--- config.mk ---
export PLATFORM = sky130hd
export DESIGN_NAME = alu_arbiter
export DESIGN_NICKNAME = d
export VERILOG_FILES = /design/src/rtl/alu_arbiter.sv
export SDC_FILE = /design/constraint.sdc
export NUM_CORES = 1
export LEC_CHECK = 0
export CAP_MARGIN = 15
export CORE_AREA = 2 2 117 119
export CTS_CLUSTER_DIAMETER = 60
export DETAILED_ROUTE_END_ITERATION = 6
export DIE_AREA = 0 0 119 121
export PLACE_DENSITY = 0.8
export REMOVE_ABC_BUFFERS = 1
export SYNTH_ARGS = -nofsm -noshare
export SYNTH_HDL_FRONTEND = slang
export SYNTH_SLANG_ARGS = --single-unit
export TNS_END_PERCENT = 20
--- constraint.sdc ---
create_clock -name clk -period 2.3 [get_ports clk]
set_input_delay 0.69 -clock clk [delete_from_list [all_inputs] [get_ports clk]]
set_output_delay 0.69 -clock clk [all_outputs]
set_load 0.02 [all_outputs]
--- src/rtl/alu_arbiter.sv ---
// alu_arbiter: two-requester round-robin front end for a shared
// combinational ALU. One operation is in flight at a time. Each operation
// goes through three phases: accept (IDLE), execute (EXEC) and respond (RESP).
//
// Handshake rule on both sides: a transfer happens on a rising edge where
// valid and ready are both high. The request side holds req_ready for the
// granted requester only, and only in IDLE. The response side holds
// rsp_valid[id] and rsp_data stable until rsp_ready[id] is seen.
module alu_arbiter #(
    parameter int OPW = 4
) (
    input  logic            clk,
    input  logic            rst_n,
    input  logic [1:0]      req_valid,
    output logic [1:0]      req_ready,
    input  logic [OPW-1:0]  req0_op,
    input  logic [OPW-1:0]  req1_op,
    input  logic [31:0]     req0_a,
    input  logic [31:0]     req0_b,
    input  logic [31:0]     req1_a,
    input  logic [31:0]     req1_b,
    output logic [1:0]      rsp_valid,
    input  logic [1:0]      rsp_ready,
    output logic [31:0]     rsp_data,
    output logic [OPW-1:0]  alu_op,
    output logic [31:0]     alu_a,
    output logic [31:0]     alu_b,
    input  logic [31:0]     alu_result,
    output logic            busy,
    output logic [15:0]     done_cnt,
    output logic [1:0]      dbg_state
);

    typedef enum logic [1:0] {
        IDLE = 2'd0,
        EXEC = 2'd1,
        RESP = 2'd2
    } state_e;

    state_e           state_q, state_d;
    logic             last_grant_q, last_grant_d;
    logic             id_q, id_d;
    logic [OPW-1:0]   op_q, op_d;
    logic [31:0]      a_q, a_d;
    logic [31:0]      b_q, b_d;
    logic [31:0]      result_q, result_d;
    logic [15:0]      done_cnt_q, done_cnt_d;

    logic             grant_vld;
    logic             grant_id;
    logic             accept;
    logic             rsp_fire;

    // Pick a requester: a lone requester wins; on a tie, the one not served last wins.
    always_comb begin
        grant_vld = 1'b0;
        grant_id  = 1'b0;
        unique case (req_valid)
            2'b01:   begin grant_vld = 1'b1; grant_id = 1'b0;          end
            2'b10:   begin grant_vld = 1'b1; grant_id = 1'b1;          end
            2'b11:   begin grant_vld = 1'b1; grant_id = ~last_grant_q; end
            default: begin grant_vld = 1'b0; grant_id = 1'b0;          end
        endcase
    end

    assign req_ready = (state_q == IDLE && grant_vld) ? (grant_id ? 2'b10 : 2'b01) : 2'b00;
    assign accept    = |(req_valid & req_ready);
    assign rsp_fire  = (state_q == RESP) && rsp_ready[id_q];

    // Next-state and datapath-load logic; the other requester's rsp_ready is ignored.
    always_comb begin
        state_d      = state_q;
        last_grant_d = last_grant_q;
        id_d         = id_q;
        op_d         = op_q;
        a_d          = a_q;
        b_d          = b_q;
        result_d     = result_q;
        done_cnt_d   = done_cnt_q;
        unique case (state_q)
            IDLE: begin
                if (accept) begin
                    state_d      = EXEC;
                    id_d         = grant_id;
                    last_grant_d = grant_id;
                    op_d         = grant_id ? req1_op : req0_op;
                    a_d          = grant_id ? req1_a  : req0_a;
                    b_d          = grant_id ? req1_b  : req0_b;
                end
            end
            EXEC: begin
                result_d = alu_result;
                state_d  = RESP;
            end
            RESP: begin
                if (rsp_fire) begin
                    state_d    = IDLE;
                    done_cnt_d = done_cnt_q + 16'd1;
                end
            end
            default: state_d = IDLE;
        endcase
    end

    // State and datapath registers; reset aborts any operation in flight.
    always_ff @(posedge clk or negedge rst_n) begin
        if (!rst_n) begin
            state_q      <= IDLE;
            last_grant_q <= 1'b1;
            id_q         <= 1'b0;
            op_q         <= '0;
            a_q          <= '0;
            b_q          <= '0;
            result_q     <= '0;
            done_cnt_q   <= '0;
        end else begin
            state_q      <= state_d;
            last_grant_q <= last_grant_d;
            id_q         <= id_d;
            op_q         <= op_d;
            a_q          <= a_d;
            b_q          <= b_d;
            result_q     <= result_d;
            done_cnt_q   <= done_cnt_d;
        end
    end

    assign rsp_valid = (state_q == RESP) ? (id_q ? 2'b10 : 2'b01) : 2'b00;
    assign rsp_data  = result_q;
    assign alu_op    = op_q;
    assign alu_a     = a_q;
    assign alu_b     = b_q;
    assign busy      = (state_q != IDLE);
    assign done_cnt  = done_cnt_q;
    assign dbg_state = state_q;

endmodule
# == After elaboration in Yosys (flattened, before gate mapping) ==
# Index checks and enable logic that the tools add are counted.
# totals
register_bits,120
word_cells,42
out_inout_bits,123
input_bits,174
# op_classes
muxes,14
n_reduce_logical,9
n_bitwise,2
n_eq_ne,7
n_lt_le_gt_ge,1
addsub,1
# op_table
cell,count
32-bit 2-to-1 mux,2
16-bit by 1-bit adder with 16-bit output (second input constant),1
2-bit 2-to-1 mux,6
2-bit == test (second input constant),3
2-bit case mux with 3 select lines,1
2-bit AND reduction,3
2-bit by 1-bit == test with 1-bit output (second input constant),2
4-bit 2-to-1 mux,1
2-bit != test (second input constant),2
1-bit 2-to-1 mux,3
3-bit OR reduction,1
2-bit AND,1
1-bit logical AND,2
2-bit zero test,1
1-bit by 2-bit less-than comparator with 1-bit output (second input constant),1
1-bit case mux with 2 select lines,1
2-bit nonzero test,1
2-bit OR reduction,1
1-bit inverter,1

# == Logic depth before layout (Yosys ltp) ==
# depth
depth_word,9
ltp_mapped,7
mapped_depth_nobuf,5

# == Least setup slack after synthesis ==
# Ideal clock, no wire load.
# synth_path
path_kind,in2out
from,input port req_valid[0]
to,output port req_ready[1]
path_stages,4
t_arrival_ps,1401
n_path_buf,2
setup_slack_ps,209
required_ps,1610
cell_sequence,nand2_1 > and3_1 > buf_2 > clkbuf_1
# synth_via
elab_chain_cells,5
elab_cells_between_ends,9
cone_classes,eq/ne (3); mux (4); reduce/logical (2)
# synth_lines
item,line_no,source
start: declaration,14,"input logic [1:0] req_valid,"
2-bit == test / 2-bit by 1-bit == test with 1-bit output (equally long branches),58,unique case (req_valid)
3-bit OR reduction (no source line),n/a,
1-bit 2-to-1 mux,58,
1-bit logical AND,66,assign req_ready = (state_q == IDLE && grant_vld) ? (grant_id ? 2'b10 : 2'b01) : 2'b00;
2-bit 2-to-1 mux *,66,
end: declaration,15,"output logic [1:0] req_ready,"
# Mark *: on every way between the ends. The rest lies on a longest branch, timed or not.

# == Final worst setup path ==
# layout_path
from,register done_cnt_q[3] (netlist: done_cnt[3])
to,output port done_cnt[3]
# layout_rtl
item,line_no,source
start: declaration,47,"logic [15:0] done_cnt_q, done_cnt_d;"
start signal: assignment,124,done_cnt_q <= done_cnt_d;
end: declaration,30,"output logic [15:0] done_cnt,"
# No word-level cell between the ends.

==> flow_summary.toml <==
[run_status]
outcome = "complete, but fails checks"
violations = "DRC"

[critical_path]
worst_path_dominant_cell_family = "buffers and inverters"
critPathMaxFanout = 6
cp-end-kind = "output pin"
cp_slowest_cell = "clkdlybuf4s50_1"
startpoint_type = "flip-flop"
critPathMaxStageDelay_ps = 670
arrival_ps = 1530
worstPathRequired_ps = 1610
critPathKind = "flip-flop to output pin"
path_buf_inv = 1
path_cells = "clkdlybuf4s50_1"

[place]
port-buffer-count = 296
gp_congestion = 0.809
placedCellCount = 836
dp_hpwl_mm = 11.9

[clock_tree]
cts_num_sinks = 120
numCtsBuffers = 17
htree_levels = 4
path_clk_slew_ps = 60
cts_tree = "built"
cts_buffer_depth = 2
cts_hold_buf = 0
cts_root_buffer = "clkbuf_16"
clk_latency_ps = 410

[global_routing]
grt-ovfl-total = 0
grt_antenna_before_repair = 0
grt_pass1_wl_mm = 24.9
grt_max_degree = 70
grt_pass1_vias = 4750
grtUsageTotal_pct = 22.5

[timing]
finalSetupViolations = 0
grt_setup_unrepaired = "no"
period_needed_ps = 2220
slew_headroom_pct = 64.3
skew_ps = 6.27
worst_pin_slew_ps = 536
fin_crit_sh_pct = 96.4
max_freq_mhz = 451
report.final.slew_viol_count = 0
finalHoldViolCount = 0

[floorplanning]
die_y_um = 121
io_pins = 297
dieArea_um2 = 14400
core_um2 = 13100
start_util_pct = 36.9
fp.dieW_um = 119
rows = 42

[route]
wl_per_cell_um = 18.8
drc = 4
drt_iter0_markers = 553
wl_mm = 16.3
post_drt_via_cell_ratio = 5.20
drtPass1Iterations = 7
vias = 4515
ant_nets = 0

[yosys]
synthAdderAreaFrac_pct = 0.259
ys_types = 24
synth.area.mux_share_pct = 7.90
synth_top_family_by_area = "compound AO/OA/AOI/OAI gates"
yosys_register_bits = 120
synth_area_um2 = 4830
synth_xor_area_share_pct = 2.72
ys_warn_count = 0
synth_compound_area_share_pct = 14.6
synth-simple-area-share_pct = 4.09
synthFlopType = "dfrtp_1"
synth_edf_count = 0
synthCells = 375
syn_area_per_cell_um2 = 12.9
async_reset_ff_share_pct = 100
yosysSeqAreaShare_pct = 62.2

[run]
cap_viol_max_count = 0

[final_layout]
nets = 854
diodes = 0
utilization_pct = 66.2
final_cell_mix = "clkdlybuf4s50_1 (288), dfrtp_1 (119), inv_1 (73)"
syn_to_final_growth_pct = 79.4
drive_gt1_share_pct = 13.2
final_common_cell = "clkdlybuf4s50_1"
fin_cells = 868

[pwr]
switching_power_mw = 4.55
p_per_area_nw_per_um2 = 1420
p_comb_share_pct = 48.8
p_sw_share_pct = 37.1
power_leakage_nw = 3.89
finalPower_mw = 12.3
seqPwrFrac_pct = 29.9
pwr-share-clk_pct = 21.3
p_int_mw = 7.71
peakVddDrop_v = 0.000915

[hold_path]
hp-class = "input pin to async pin"
==> synth_stat cells, drive strengths merged (2+ instances only) <==
library cell | instances | area [um2]
nor4 | 2 | 42.5
nand3 | 8 | 40.0
clkbuf | 19 | 71.3
nand4 | 4 | 25.0
and3 | 4 | 25.0
a21o | 2 | 16.3
mux2 | 33 | 372
buf | 8 | 52.6
nand2b | 3 | 18.8
dfrtp | 119 | 2980
nand2 | 6 | 22.5
o21ai | 2 | 10.0
xnor2 | 12 | 105
inv | 73 | 274
xor2 | 3 | 26.3
nor2 | 5 | 18.8
a222oi | 68 | 681
==> per-stage QoR <==
step,TNS (ps),worst slack [ps],instance area [um2],hold slack [ps]
floorplan,-75830,-1060,4710,394
global placement,-189,-99.6,8080,464
detailed placement,-1030,-89.0,8080,473
CTS,0,56.7,8670,152
global route,0,0.444,8670,155
finish,0,81.9,8670,158
==> path summary, 6_finish.rpt <==
check / endpoint / slack [ps] / depth (start not counted) / start
max: done_cnt[3] / 80 / 1 / done_cnt[3]
min reg2reg: done_cnt[15] / 480 / 1 / done_cnt[15]
min: done_cnt[0] / 160 / 1 / rst_n
max reg2reg: alu_op[3] / 550 / 6 / dbg_state[1]
max in group asynchronous: alu_b[26] / 1440 / 2 / rst_n
min in group clk: done_cnt[15] / 480 / 1 / done_cnt[15]
==> metal layers <==
metal  vias up  GRT usage [%]  routed length [um]  part of all wire (%)
met4         0           11.8                 554                   3.4
met2       243           38.6                8350                    51
met3        35           8.88                1550                   9.5
met1      2239           24.0                5860                    36
li1       1998              -                   -                     -
met5         -              0                   0                     0
==> logic make-up after synthesis <==
group | Yosys count
XOR/XNOR | 15
AND/OR/NAND/NOR | 33
buffers and inverters | 100
AO/OA/AOI/OAI | 72
multiplexers | 34
adder cells (fa/ha/maj) | 1
flip-flops | 120
==> power by group through the flow <==
stage | clock [mW] | combinational (mW) | sequential (mW)
final | 2.61 | 5.99 | 3.67
after global routing | 2.77 | 6.37 | 3.78
after CTS | 2.66 | 6.04 | 3.66
after detailed placement | 0 | 6.01 | 3.68
after global placement | 0 | 5.86 | 3.61
after floorplan | 0 | 1.82 | 4.77
==> sequential cells by signal (all words and copies together), names as in the netlist <==
signal / count
alu_a: 32
id_q: 1
last_grant_q: 1
rsp_data: 32
alu_b: 32
dbg_state: 2
done_cnt: 16
alu_op: 4
==> cell type report <==
cell class / instances / area [um2]
clock buffers: 18 / 439
clock inverters: 14 / 150
fillers: 940 / 4420
inverters: 73 / 274
multi-input cells: 155 / 1450
flip-flops and latches: 120 / 3000
well taps: 176 / 220
repair buffers: 312 / 3130
==> what timing repair did <==
action                                  in CTS  in global routing
setup buffers                                0                  0
gates resized for setup                      6                  0
endpoints found under the setup margin       5                  0
Note: power is estimated with default switching activity, not from simulation.
